File: src/rtl/hsv_core_alu_stage.sv
// hsv_core_alu_stage: integer ALU (add/sub, compare, logic, shifts) between issue and commit.
// Latency 1 cycle; 2 cycles when HSV_ALU_PIPE2_EN is defined (extra register before the result mux).
// Valid/ready in and out; a stalled output holds commit_data; flush_req blocks input and empties the stage.
package hsv_core_pkg;
  localparam int XLEN = 32;
  typedef logic [XLEN-1:0] word_t;

  typedef enum logic [1:0] {
    ALU_BITWISE_AND  = 2'd0,
    ALU_BITWISE_OR   = 2'd1,
    ALU_BITWISE_XOR  = 2'd2,
    ALU_BITWISE_PASS = 2'd3
  } hsv_core_alu_bitwise_t;

  typedef enum logic {
    ALU_OUT_ADDER = 1'b0,
    ALU_OUT_SHIFT = 1'b1
  } hsv_core_alu_out_t;

  typedef struct packed {
    logic                  negate;
    logic                  flip_signs;
    logic                  compare;
    logic                  sign_extend;
    logic                  is_immediate;
    logic                  pc_relative;
    hsv_core_alu_bitwise_t bitwise_select;
    hsv_core_alu_out_t     out_select;
  } hsv_core_alu_t;

  typedef struct packed {
    word_t pc;
    word_t rs1;
    word_t rs2;
    word_t immediate;
    logic  illegal;
  } common_data_t;

  typedef struct packed {
    hsv_core_alu_t alu;
    common_data_t  common;
  } alu_data_t;

  typedef struct packed {
    word_t        result;
    common_data_t common;
    logic         exception;
  } commit_data_t;
endpackage

module hsv_core_alu_stage
  import hsv_core_pkg::*;
(
  input  logic         clk_core,
  input  logic         rst_core_n,
  input  logic         flush_req,
  output logic         flush_ack,
  input  alu_data_t    alu_data,
  input  logic         valid_i,
  output logic         ready_o,
  output commit_data_t commit_data,
  output logic         valid_o,
  input  logic         ready_i
);

  word_t        w_a;
  word_t        w_b;
  word_t        w_b_eff;
  word_t        w_sum;
  word_t        w_bitwise;
  word_t        w_shift;
  logic [4:0]   w_shamt;
  logic         w_lt;
  logic         w_accept;

  logic         r_vld;
  logic         r_flush_ack;
  commit_data_t r_commit;

  assign w_a     = alu_data.alu.pc_relative  ? alu_data.common.pc        : alu_data.common.rs1;
  assign w_b     = alu_data.alu.is_immediate ? alu_data.common.immediate : alu_data.common.rs2;
  assign w_b_eff = alu_data.alu.negate ? (~w_b + 1'b1) : w_b;
  assign w_sum   = w_a + w_b_eff;
  assign w_shamt = w_b[4:0];

  // Flipping both sign bits turns the signed comparison into an unsigned one.
  assign w_lt = $signed({w_a[XLEN-1] ^ alu_data.alu.flip_signs, w_a[XLEN-2:0]}) <
                $signed({w_b[XLEN-1] ^ alu_data.alu.flip_signs, w_b[XLEN-2:0]});

  always_comb begin
    w_bitwise = w_a;
    unique case (alu_data.alu.bitwise_select)
      ALU_BITWISE_AND:  w_bitwise = w_a & w_b;
      ALU_BITWISE_OR:   w_bitwise = w_a | w_b;
      ALU_BITWISE_XOR:  w_bitwise = w_a ^ w_b;
      ALU_BITWISE_PASS: w_bitwise = w_a;
    endcase
  end

  always_comb begin
    w_shift = w_bitwise;
    if (alu_data.alu.bitwise_select == ALU_BITWISE_PASS) begin
      if (!alu_data.alu.negate)
        w_shift = w_a << w_shamt;
      else if (alu_data.alu.sign_extend)
        w_shift = $signed(w_a) >>> w_shamt;
      else
        w_shift = w_a >> w_shamt;
    end
  end

  function automatic word_t f_result(input hsv_core_alu_out_t osel, input logic cmp,
                                     input logic ill, input word_t sum, input logic lt,
                                     input word_t shf);
    if (ill)
      return '0;
    if (osel == ALU_OUT_SHIFT)
      return shf;
    if (cmp)
      return {{(XLEN-1){1'b0}}, lt};
    return sum;
  endfunction

  assign w_accept = valid_i & ready_o;

  // flush_req clears every stage at the edge it is sampled, so the stage is empty one cycle later.
  always_ff @(posedge clk_core or negedge rst_core_n) begin
    if (!rst_core_n)
      r_flush_ack <= 1'b0;
    else
      r_flush_ack <= flush_req;
  end

`ifdef HSV_ALU_PIPE2_EN
  typedef struct packed {
    word_t             sum;
    logic              lt;
    word_t             shf;
    logic              compare;
    hsv_core_alu_out_t out_select;
    common_data_t      common;
  } s1_t;

  logic r_s1_vld;
  s1_t  r_s1;
  logic w_s1_adv;

  assign w_s1_adv = ~r_vld | ready_i;
  assign ready_o  = ~flush_req & (~r_s1_vld | w_s1_adv);

  always_ff @(posedge clk_core or negedge rst_core_n) begin
    if (!rst_core_n) begin
      r_s1_vld <= 1'b0;
      r_s1     <= '0;
      r_vld    <= 1'b0;
      r_commit <= '0;
    end else if (flush_req) begin
      r_s1_vld <= 1'b0;
      r_vld    <= 1'b0;
    end else begin
      if (w_s1_adv) begin
        r_vld <= r_s1_vld;
        if (r_s1_vld) begin
          r_commit.result    <= f_result(r_s1.out_select, r_s1.compare, r_s1.common.illegal,
                                         r_s1.sum, r_s1.lt, r_s1.shf);
          r_commit.common    <= r_s1.common;
          r_commit.exception <= r_s1.common.illegal;
        end
      end
      if (w_accept) begin
        r_s1_vld        <= 1'b1;
        r_s1.sum        <= w_sum;
        r_s1.lt         <= w_lt;
        r_s1.shf        <= w_shift;
        r_s1.compare    <= alu_data.alu.compare;
        r_s1.out_select <= alu_data.alu.out_select;
        r_s1.common     <= alu_data.common;
      end else if (w_s1_adv) begin
        r_s1_vld <= 1'b0;
      end
    end
  end
`else
  assign ready_o = ~flush_req & (~r_vld | ready_i);

  always_ff @(posedge clk_core or negedge rst_core_n) begin
    if (!rst_core_n) begin
      r_vld    <= 1'b0;
      r_commit <= '0;
    end else if (flush_req) begin
      r_vld <= 1'b0;
    end else if (w_accept) begin
      r_vld              <= 1'b1;
      r_commit.result    <= f_result(alu_data.alu.out_select, alu_data.alu.compare,
                                     alu_data.common.illegal, w_sum, w_lt, w_shift);
      r_commit.common    <= alu_data.common;
      r_commit.exception <= alu_data.common.illegal;
    end else if (ready_i) begin
      r_vld <= 1'b0;
    end
  end
`endif

  assign valid_o     = r_vld;
  assign commit_data = r_commit;
  assign flush_ack   = r_flush_ack;

endmodule

File: config.mk
export PLATFORM = sky130hd
export DESIGN_NAME = hsv_core_alu_stage
export DESIGN_NICKNAME = d
export VERILOG_FILES = /design/src/rtl/hsv_core_alu_stage.sv
export SDC_FILE = /design/constraint.sdc
export NUM_CORES = 1
export LEC_CHECK = 0
export ABC_AREA = 1
export CAP_MARGIN = 10
export CORE_ASPECT_RATIO = 0.9
export CORE_UTILIZATION = 30
export DETAILED_ROUTE_END_ITERATION = 7
export MAX_ROUTING_LAYER = met4
export SYNTH_ARGS = -nofsm -noshare
export SYNTH_HDL_FRONTEND = slang
export SYNTH_SLANG_ARGS = --single-unit
File: constraint.sdc
create_clock -name clk_core -period 2.3 [get_ports clk_core]
set_input_delay 0.46 -clock clk_core [delete_from_list [all_inputs] [get_ports clk_core]]
set_output_delay 0.46 -clock clk_core [all_outputs]
set_load 0.01 [all_outputs]
Word level (Yosys, flattened, before mapping). Cells that the tools add are included.

Output and inout bits: 165. Register bits: 163. Input port bits: 143.

Equality and inequality tests: 3. Shift operators: 3. Muxes and demuxes: 28. Reduce and logical (&&, ||, !) cells: 3. Magnitude comparators: 1. $add $sub $neg: 2. Bitwise logic cells: 11.

Operators with widths (count): 2-to-1 mux 32 bit (12); case mux 32 bit (3 select lines) (1); adder 32 x 1 -> 32 bit, second input constant (1); adder 32 bit (1); bitwise AND 32 bit (1); less-than comparator 32 bit (1); NOT 32 bit (1); bitwise OR 32 bit (1); << shifter 32 x 5 -> 32 bit (1); right shift 32 x 5 -> 32 bit (1); >>> shifter 32 x 5 -> 32 bit (1); XOR 32 bit (1); 2-to-1 mux 1 bit (15); equality test 2 bit, second input constant (2); nonzero test 3 bit (1); bitwise AND 1 bit (2); equality test 2 x 1 -> 1 bit, second input constant (1); logical NOT 2 bit (1); NOT 1 bit (2); AND reduction 2 bit (1); XOR 1 bit (2); bitwise OR 1 bit (1).

Logic depth before layout (Yosys ltp).
Depth after elaboration: 16. Gate-level depth with buffers: 30. Gate-level depth less buffers: 28.

Worst setup path after synthesis. No wires, ideal clock.

Path type: input -> register. Start: in alu_data[133] (netlist name). End: reg r_commit, in the netlist commit_data[151]. Data arrival time: 3629 ps. Path buffers: 3. Path slack: -1446 ps. Library setup time: 118 ps. Stages on the path: 24. Path through: buf_6 -> nand2_1 -> o21ai_2 -> inv_2 -> buf_2 -> buf_2 -> ha_1 -> nand2_2 -> nor2_4 -> nand3_2 -> nor2_4 -> nand2_2 -> o21ai_0 -> xor2_1 -> ha_1 -> a21oi_1 -> o21ai_0 -> a21o_1 -> a21o_1 -> or2_2 -> nand3_1 -> nand2_1 -> nand3_1 -> nand2_1.

Longest elaborated chain between the ends: 10. Elaborated cells between the ends (all ways): 20. Classes of those cells: add/sub: 2; shift: 3; mux: 11; bitwise: 4.

RTL lines: start: declaration (line 58) `input alu_data_t alu_data,`; 2-to-1 mux 32 bit * (line 81) `assign w_b = alu_data.alu.is_immediate ? alu_data.common.immediate : alu_data.common.rs2;`; branches (longest 7 deep; another with adder 32 x 1 -> 32 bit); 2-to-1 mux 32 bit * (line 119) `if (cmp)`; 2-to-1 mux 32 bit * (line 117) `if (osel == ALU_OUT_SHIFT)`; end: declaration (line 78) `commit_data_t r_commit;`.

Mark *: on every way between the ends. A chain may end at the register's enable or synchronous reset.

Final worst setup path. Ends and elaborated chain as after synthesis.

==> results.yml <==
synthesis:
  synth_area_um2: 16500
  yosys.area.top_type: "dfrtp_1"
  ys.flop_type: "dfrtp_1"
  synth_warnings: 0
  synth.net_count: 2959
  ys_async_sr_fraction_pct: 100
  synthTopCellsByArea: "dfrtp_1, nand2_1, ha_1"
  synth_enable_flop_cells: 0
  syn-instance-count: 2682
  netlist-cell-type-count: 47
  synth_seq_area_share_pct: 24.8
  yosys_register_bits: 163
  synth_top_area_share_pct: 24.8
  avgSynthCellArea_um2: 6.14
global_routing:
  overflow: 0
  antenna_found_initial: 2
  grt.total_usage_pct: 32.5
  grt_max_degree: 148
  grt_pass1_wl_mm: 131
  grt_pass1_vias: 20900
clocking:
  cts.path.max_buffers: 2
  cts_buffers: 17
  path_clk_slew_ns: 0.07
  cts-root-buf: "clkbuf_16"
  cts-htree-levels: 4
  cts_tree: "built"
  clock-sinks: 163
  insertion_delay_ns: 0.51
finish:
  multi_input_area_um2: 13000
  syn_to_final_growth_pct: 71.6
  fin_util_pct: 52.1
  final_nets: 3758
  regArea_um2: 4080
  final_area_um2: 28200
  nFillCells: 5286
  drive_gt1_share_pct: 32.0
status:
  status: "finished with violations"
  failed_checks: "negative setup slack"
die:
  io_pins: 308
  core-area_um2: 54200
  rows: 81
  fp.dieArea_um2: 55800
  start_util_pct: 30.4
  die_h_um: 224
  die_x_um: 249
detailed_routing:
  routed_wl_mm: 88.6
  num_vias: 21400
  ant_nets: 0
  wire_per_inst_um: 21.1
  vias_per_cell: 5.10
  drc_errors: 0
  firstDrtPassIters: 6
  first_iter_violations: 1902
timing:
  hold_violations: 0
  drv_slew: 0
  fmax_mhz: 307
  period_minus_slack_ns: 3.26
  finalCritPeriodShare_pct: 142
  timing.final.ws_setup_ns: -0.957
  skew_ns: 0.0162
  rsz0062_at_grt: "true"
  worst_pin_slew_ns: 0.658
  setup_viol: 32
  relSlewSlack_pct: 56.2
placed_design:
  io_buffers: 307
  place_area_um2: 24000
  dp_slack_ns: -1.74
  dp_hpwl_mm: 68.0
  gp_congestion: 1.04
pwr:
  p_total_mw: 15.5
  peakVddDrop_mv: 0.493
  comb_power_share_pct: 57.9
  p_sw_mw: 6.59
  intPower_mw: 8.91
  p_leak_nw: 14.1
  pwr-share-clk_pct: 19.4
  swShare_pct: 42.5
  cellPowerDensity_nw_per_um2: 549
  p_seq_share_pct: 22.7
min_path:
  hold_class: "in2reg"
worst_setup_path:
  crit_path_start_kind: "input port"
  worstPathArrival_ns: 3.65
  worstSetupPathType: "in2reg"
  required_ns: 2.69
  endpoint_kind: "flip-flop"
  path_max_fanout: 8
flow_run:
  max-cap-violations: 0
==> cells in the final DEF (no fill, tap or decap), drive strengths merged, types with 18 or more instances in the layout <==
cell              n
a21oi           145
dfrtp           163
o211ai           19
nor2            148
o21ai           233
xor2             33
dlygate4sd2      19
clkdlybuf4s50   279
inv             278
nand3           286
buf             607
nand2          1006
clkbuf           18
ha              133
==> cell type report <==
| type | instances | share of cell area (%) |
|---|---|---|
| diodes | 2 | 0.0177 |
| clock buffers | 17 | 1.51 |
| clock inverters | 15 | 0.558 |
| inverters | 273 | 3.67 |
| multi-input cells | 2113 | 46.1 |
| flip-flops and latches | 163 | 14.4 |
| well taps | 705 | 3.12 |
| repair buffers | 913 | 30.6 |
==> final timing paths <==
path / from / end / slack, ns / cells after the start
worst max-delay path: alu_data[133] / commit_data[151] / -0.96 / 26
worst min register to register: commit_data[48] / commit_data[48] / 0.48 / 2
max in group asynchronous: rst_core_n / commit_data[111] / 1.18 / 3
min in group asynchronous: rst_core_n / commit_data[64] / 0.42 / 2
worst min-delay path: alu_data[11] / commit_data[12] / 0.27 / 3
worst max register to register: valid_o / commit_data[138] / 0.37 / 12
==> cells in the mapped netlist (all sizes together) (14+ instances only) <==
cell type  number
nand4          14
a21oi         145
dfrtp         163
ha            133
inv           268
nand2        1006
buf            65
o21ai         233
nand3         286
o211ai         19
nor2          148
clkbuf         68
xor2           33
==> power by group through the flow <==
stage                     logic, mW  clock network, mW  registers, mW
final                          8.98               3.01           3.53
after global routing           9.58               3.17           3.58
after global placement         7.23                  0           3.57
after floorplan                3.16                  0           3.75
after detailed placement       7.21                  0           3.57
after CTS                      8.30               3.07           3.53
==> cell families after synthesis <==
group,synth area share (%)
flops,24.8
buf+inv,10.2
compound gates,15.1
fa+ha+maj,10.2
simple gates,37.3
xor+xnor,2.29
mux,0.0608
==> registers in the layout (all words and copies together) (netlist names) <==
name	count
commit_data	161
flush_ack	1
valid_o	1
==> timing repair <==
action | 4_1_cts | 5_1_grt
endpoints found under the setup margin | 33 | 34
hold endpoints to repair | 32 | 0
gates cloned | 12 | 1
resized for setup | 433 | 211
pin swaps | 184 | 115
buffers inserted | 88 | 32
hold buffers | 1 | 0
==> worst max-delay path, stage by stage <==
cell and delay (ns):
buf_12 0.11, buf_12 0.14, buf_16 0.14, o21ai_4 0.16
inv_4 0.05, nor2_4 0.11, nand2_2 0.09, nor2_4 0.13
nand3_2 0.11, nor2_4 0.17, buf_4 0.15, a21oi_1 0.07
xor2_1 0.22, ha_2 0.36, buf_6 0.15, nand2_2 0.08
nor2_1 0.05, buf_4 0.15, inv_2 0.06, nor2_4 0.04
a21o_1 0.19, or2_4 0.23, nand3_2 0.05, nand2_1 0.04
nand3_1 0.07, nand2_1 0.05
==> metrics by stage <==
step                      TNS, ns  hold slack [ns]  cells
after detailed placement   -46.02            0.394   4046
after global placement     -46.29            0.391   4046
after global routing       -24.75            0.276   4201
final                      -21.29            0.271   4201
after CTS                  -18.46            0.283   4179
after floorplan            -23.73            0.164   2682
==> routing by layer <==
metal	track usage [%]	routed length [um]
met1	40.4	37300
met2	51.7	40800
met3	5.51	6350
met4	14.5	4130
met5	-	0
Note: power is estimated with default switching activity, not from simulation.
==> RTL edit (config.mk and constraints unchanged) <==
Change the package constant `XLEN` from 32 to 36.
--- a/src/rtl/hsv_core_alu_stage.sv
+++ b/src/rtl/hsv_core_alu_stage.sv
@@ -4,3 +4,3 @@
 package hsv_core_pkg;
-  localparam int XLEN = 32;
+  localparam int XLEN = 36;
   typedef logic [XLEN-1:0] word_t;
Interface: changed (resized alu_data and commit_data); port bits go from 308 to 344. No check against the original RTL was run, so the function may have changed too.
==> RTL edit against the unedited design <==
The run still ends with negative setup slack left. Sequential cell count is 20 higher. Final cell count is 18% higher. Synthesized cell count is 19% higher. Final area is 13% higher. Wire length is 19% higher. Power is 11% higher. Worst setup slack worse by 22 ps. Area after synthesis is 16% higher. Critical path type unchanged. Highest routed layer unchanged.
==> RTL edit: results (changes against the unedited design) <==
status finished, violations left (unchanged); violated checks negative setup slack (unchanged); multi-input gate share of the layout cell area 0.466 (was 0.461); buffer share of cell area 0.304 (was 0.306); Seq/Total Area, Yosys 0.240 (was 0.248); layout buffer count excluding clock buffers 1,035 (was 913); Iter 0 DRT Violations 2,211 (was 1,902); Largest register FFs 181 (was 161); final wirelength 105,000 um (was 88,600 um); Slew HR 0.603 (was 0.562); r2r endpoint commit_data[139] (was commit_data[138]); Mapped Area 19,100 um2 (was 16,500 um2); Post-Place Worst Slack -1900 ps (was -1740 ps); ClkCell Share 0.0186 (was 0.0206); Clk Latency, worst-skew pair 530 ps (was 510 ps); Layout area overhead 67.6% (was 71.6%); final worst setup slack -980 ps (was -957 ps); # fillers 6,333 (was 5,286); nets 4,397 (was 3,758); Hold EP commit_data[43] (was commit_data[12]); 1st-pass router iterations 8 (was 6); met1 Usage GRT 0.394 (was 0.404); clock sink count 183 (was 163); setup TNS after final layout -22,260 ps (was -21,290 ps); CP max stage cell ha_4 (was ha_2); most common library cells after synthesis nand2_1, nand3_1, inv_1 (unchanged); Setup Viol. Count Final 33 (was 32); GRT Resource Usage Total 0.330 (was 0.325); share of cells above drive strength 1 0.295 (was 0.320); port bufs 343 (was 307)
RTL edit: cell count changes in the layout (fill, tap and decap cells not counted), sizes merged, moves of 9 or more:
cell,change
nand2,+266
nand3,+83
buf,+85
inv,+25
nor2,+53
nand4,+12
dfrtp,+20
clkdlybuf4s50,+24
clkdlybuf4s15,+9
a21oi,+19
ha,+15
RTL edit: repair_timing:
item,4_1_cts,5_1_grt
gates cloned,3,5
hold buffers,1,0
setup endpoints to repair,36,37
setup buffers,58,33
hold endpoints to repair,44,0
resized for setup,384,248
pin swaps,160,117
RTL edit: layer usage:
layer | vias to the layer above | wire (um)
met5 | - | 0
li1 | 12100 | -
met4 | 0 | 5280
met1 | 11700 | 43200
met3 | 255 | 6510
met2 | 950 | 50400
RTL edit: power by group through the flow:
stage | clock network (uW) | registers (uW) | logic [uW]
floorplan | 0 | 4210 | 3730
global placement | 0 | 4010 | 8540
detailed placement | 0 | 4010 | 8530
CTS | 3370 | 3960 | 9310
global route | 3440 | 4020 | 10700
finish | 3300 | 3960 | 9980
